===== src/rtl/inst_axi_rd_bridge.sv =====
// SRAM-like instruction fetch port to AXI4 read-only master bridge.
// Single ID, single-beat reads, returned in order; R channel is never back-pressured.

module inst_axi_rd_bridge_chk (
  input  logic       clk_i,
  input  logic       reset_i,
  input  logic       rd_done_i,
  input  logic [1:0] cnt_i
);

  // A completed read must always match an outstanding accepted request.
  a_no_underflow: assert property (@(posedge clk_i) disable iff (reset_i)
    !(rd_done_i && (cnt_i == 2'd0)));

endmodule

module inst_axi_rd_bridge #(
  parameter int         MAX_OUTSTANDING = 2,
  parameter logic [3:0] ARID_VAL        = 4'd0
) (
  input  logic        clk,
  input  logic        reset,
  input  logic        inst_sram_req,
  input  logic        inst_sram_wr,
  input  logic [1:0]  inst_sram_size,
  input  logic [3:0]  inst_sram_wstrb,
  input  logic [31:0] inst_sram_addr,
  input  logic [31:0] inst_sram_wdata,
  output logic        inst_sram_addr_ok,
  output logic        inst_sram_data_ok,
  output logic [31:0] inst_sram_rdata,
  output logic        inst_bus_err,
  output logic [3:0]  arid,
  output logic [31:0] araddr,
  output logic [7:0]  arlen,
  output logic [2:0]  arsize,
  output logic [1:0]  arburst,
  output logic [1:0]  arlock,
  output logic [3:0]  arcache,
  output logic [2:0]  arprot,
  output logic        arvalid,
  input  logic        arready,
  input  logic [3:0]  rid,
  input  logic [31:0] rdata,
  input  logic [1:0]  rresp,
  input  logic        rlast,
  input  logic        rvalid,
  output logic        rready
);

  localparam logic [1:0] MAX_CNT = 2'(MAX_OUTSTANDING);

  typedef enum logic {
    AR_IDLE = 1'b0,
    AR_BUSY = 1'b1
  } ar_state_e;

  ar_state_e   state_q;
  logic [31:0] araddr_q;
  logic [1:0]  arsize_q;
  logic [1:0]  cnt_q;
  logic [1:0]  cnt_d;
  logic        rready_q;
  logic        accept_s;
  logic        rd_done_s;
  logic        unused_ok;

  assign unused_ok = ^{inst_sram_wr, inst_sram_wstrb, inst_sram_wdata, rid};

  // Acceptance uses the registered count, so a same-cycle return cannot free a slot early.
  assign accept_s  = (state_q == AR_IDLE) & inst_sram_req & (cnt_q < MAX_CNT);
  assign rd_done_s = rvalid & rready_q & rlast;

  always_comb begin
    cnt_d = cnt_q;
    case ({accept_s, rd_done_s})
      2'b10: cnt_d = cnt_q + 2'd1;
      2'b01: begin
        if (cnt_q != 2'd0) begin
          cnt_d = cnt_q - 2'd1;
        end else begin
          cnt_d = 2'd0;
        end
      end
      default: cnt_d = cnt_q;
    endcase
  end

  always_ff @(posedge clk) begin
    if (reset) begin
      state_q  <= AR_IDLE;
      araddr_q <= 32'h0000_0000;
      arsize_q <= 2'b10;
      cnt_q    <= 2'd0;
      rready_q <= 1'b0;
    end else begin
      rready_q <= 1'b1;
      cnt_q    <= cnt_d;
      case (state_q)
        AR_IDLE: begin
          if (accept_s) begin
            araddr_q <= inst_sram_addr;
            arsize_q <= inst_sram_size;
            state_q  <= AR_BUSY;
          end
        end
        AR_BUSY: begin
          if (arready) begin
            state_q <= AR_IDLE;
          end
        end
        default: state_q <= AR_IDLE;
      endcase
    end
  end

  assign inst_sram_addr_ok = accept_s;
  assign inst_sram_data_ok = rd_done_s;
  assign inst_sram_rdata   = rdata;
  assign inst_bus_err      = rd_done_s & (rresp != 2'b00);

  assign arid    = ARID_VAL;
  assign araddr  = araddr_q;
  assign arlen   = 8'd0;
  assign arsize  = {1'b0, arsize_q};
  assign arburst = 2'b01;
  assign arlock  = 2'b00;
  assign arcache = 4'd0;
  assign arprot  = 3'd0;
  assign arvalid = (state_q == AR_BUSY);
  assign rready  = rready_q;

  inst_axi_rd_bridge_chk u_chk (
    .clk_i     (clk),
    .reset_i   (reset),
    .rd_done_i (rd_done_s),
    .cnt_i     (cnt_q)
  );

endmodule

===== config.mk =====
export PLATFORM = sky130hd
export DESIGN_NAME = inst_axi_rd_bridge
export DESIGN_NICKNAME = d
export VERILOG_FILES = /design/src/rtl/inst_axi_rd_bridge.sv
export SDC_FILE = /design/constraint.sdc
export NUM_CORES = 1
export LEC_CHECK = 0
export CAP_MARGIN = 20
export CORE_ASPECT_RATIO = 0.75
export CORE_MARGIN = 2
export CORE_UTILIZATION = 33
export CTS_CLUSTER_SIZE = 16
export DETAILED_ROUTE_END_ITERATION = 10
export GPL_TIMING_DRIVEN = 0
export HOLD_SLACK_MARGIN = 0.15
export PLACE_DENSITY = 0.84
export SYNTH_ARGS = -nofsm -noshare
export SYNTH_HDL_FRONTEND = slang
export SYNTH_HIERARCHICAL = 1
export SYNTH_SLANG_ARGS = --single-unit

===== constraint.sdc =====
create_clock -name clk -period 3.46 [get_ports clk]
set_input_delay 1.038 -clock clk [delete_from_list [all_inputs] [get_ports clk]]
set_output_delay 1.038 -clock clk [all_outputs]
set_load 0.005 [all_outputs]

==> flow_summary.toml <==
[setup_path]
arrival_ns = 2.34
path_class = "primary input to output port"
cp-end-kind = "output port"
start_kind = "primary input"
path_max_fanout = 10
crit_start = "inst_sram_req"
regToRegSetupSlack_ns = 1.58
r2r_start = "cnt_q[1]"
crit_required_ns = 2.42

[global_route]
grt_pass1_vias = 1792
grt_pass1_wl_um = 8180
track_usage_pct = 13.9
grt_start_max_net_pins = 12
grt_overflow_total = 0
grt_antenna_before_repair = 0

[yosys]
netlist_area_um2 = 2190
yosys-top-cells-area = "dfxtp_1 35%, nand2b_1 19%, buf_4 19%"
synth.largest_area_cell = "dfxtp_1"
syn_avg_cell_area_um2 = 9.59
syn_inst = 228
synth_cell_types = 21
ys_ff_latch = 38
ys_warn_count = 6
synthDominantCellAreaShare_pct = 34.8
ys_seq_area_share_pct = 34.8

[clock_tree]
root_buffer = "clkbuf_8"
clockBufferDepth = 2
cts_tree = "yes"
clk_pin_slew_ns = 0.07
clock_latency_ns = 0.28
cts_max_level = 2
cts_buffers = 5
ctsHoldBuffers = 0
clock_sinks = 38

[sta]
layout_setup_ws_ns = 0.0780
fmax_mhz = 296
period_needed_ns = 3.38
setup-tns-final_ns = 0
finalCritPeriodShare_pct = 97.7
skew_ns = 0.00689
rsz0062_at_grt = "false"
report.final.slew_viol_count = 0
setup_viol = 0
hold_viol = 0

[routing]
drt_iter0_drc = 29
routedWlPerCell_um = 11.5
drcViolationCount = 0
totalWireLength_um = 5180
ant_nets = 0
drtPass1Iterations = 4
vias = 1850
post_drt_via_cell_ratio = 4.09

[power_and_ir_drop]
combPwrFrac_pct = 32.8
p_switching_uw = 303
p_per_area_nw_per_um2 = 339
peakVddDrop_v = 0.000137
p_int_uw = 913
seq_power_share_pct = 41.8
leakage_uw = 0.00155
p_clk_share_pct = 25.4
swShare_pct = 24.9

[die]
start_util_pct = 34.4
die_w_um = 98.0
fp.dieArea_um2 = 7300
core_area_um2 = 6350
placementRows = 25
io_pins = 210
die_h_um = 74.5

[layout]
multiInputGateArea_um2 = 975
n_antenna_cell = 0
seqCellArea_um2 = 761
final_cells = 452
drive_above_1_share_pct = 18.9
finalNetCount = 488
nFillCells = 556
syn_to_final_growth_pct = 64.0

[outcome]
status = "complete, no violations"

[placement]
dpl.cell_count = 442
pre_cts_slack_ns = -0.255
place_congestion = 0.745
portBuffers = 111
dp_hpwl_um = 4240

[min_path]
hold_path.class = "flop to flop"
hp-start = "araddr[9]"

[job]
cap_viol_max_count = 0
-- power groups by stage --
stage	registers (uW)	clock network, uW	logic [uW]
after global routing	514	343	434
after global placement	515	0	392
after CTS	508	324	405
after detailed placement	517	0	399
final	508	309	399
after floorplan	519	0	200
-- critical path, cell delays in order --
cell and delay (ns):
clkdlybuf4s50_1 0.46, or3b_4 0.42, clkinv_8 0.06, buf_12 0.13
dlygate4sd2_1 0.24
-- registers in the layout (all words and copies together), names as in the netlist --
register  flops
araddr       32
arsize_q      2
cnt_q         2
arvalid       1
rready        1
-- layout make-up --
class / instances / share of cell area [%]
Buffer: 67 / 14.2
Multi-Input combinational cell: 142 / 27.2
Clock inverter: 1 / 0.140
Inverter: 3 / 0.663
Clock buffer: 7 / 2.41
Timing Repair Buffer: 113 / 31.4
Sequential cell: 38 / 21.2
Tap cell: 81 / 2.83
-- cell usage after synthesis, drive strengths merged --
library cell and count:
a21oi 1, a31oi 1, and2 1, and3 1, buf 59, clkbuf 8
clkinv 1, conb 2, dfxtp 38, ha 3, inv 2, mux2i 34
nand2 1, nand2b 68, nand3b 1, nor2 3, o21a 1, o311a 1
or3 1, or3b 1
-- logic make-up after synthesis --
| kind of cell | share of synthesized area, % |
|---|---|
| AOI/OAI and AO/OA | 1.32 |
| adders and majority gates | 1.72 |
| buffers and inverters | 24.4 |
| DFF | 34.8 |
| muxes | 15.6 |
| other | 0.343 |
| and+or+nand+nor | 21.9 |
-- per-layer routing --
metal	wire (um)	vias up	global-route usage [%]	part of all wire [%]
li1	-	926	-	-
met1	2030	837	16.1	39
met2	2600	85	24.1	50
met3	526	2	5.92	10
met4	15	0	3.24	0.29
met5	0	-	0	0
-- final timing paths --
kind | to | cells past startpoint
min reg2reg | araddr[9] | 2
min | araddr[9] | 2
max | inst_sram_addr_ok | 5
max reg2reg | cnt_q[0] | 5
-- placed cells by master, fill, tap and decap left out --
cell	netlist	final
clkinv_8	1	1
clkinv_2	0	1
nor2_1	3	3
and2_1	1	1
o311a_1	1	1
buf_12	3	3
dfxtp_1	38	38
or3_1	1	1
a31oi_1	1	1
ha_1	3	3
and3_1	1	1
or3b_4	1	1
nand3b_1	1	1
mux2i_1	34	34
nand2_1	1	1
dlygate4sd2_1	0	1
buf_4	56	58
a21oi_1	1	1
nand2b_1	68	68
conb_1	2	24
o21a_1	1	1
clkbuf_8	0	6
clkdlybuf4s50_1	0	110
clkbuf_1	8	9
inv_1	2	2
-- timing repair --
| item | 4_1_cts | 5_1_grt |
|---|---|---|
| setup endpoints to repair | 1 | 0 |
| gates resized for setup | 1 | 0 |
| setup buffers | 2 | 0 |
| hold endpoints to repair | 0 | 0 |
-- metrics by stage --
stage	instance area, um^2	utilization (%)	hold slack, ns	power (uW)
2_1_floorplan	2270	-	0.465	719
3_3_place_gp	3480	54.8	0.457	907
3_5_place_dp	3480	54.8	0.461	917
4_1_cts	3590	56.5	0.479	1240
5_1_grt	3590	56.5	0.492	1290
6_report	3590	56.5	0.474	1220
No activity file was read; power rests on OpenSTA's default activity.
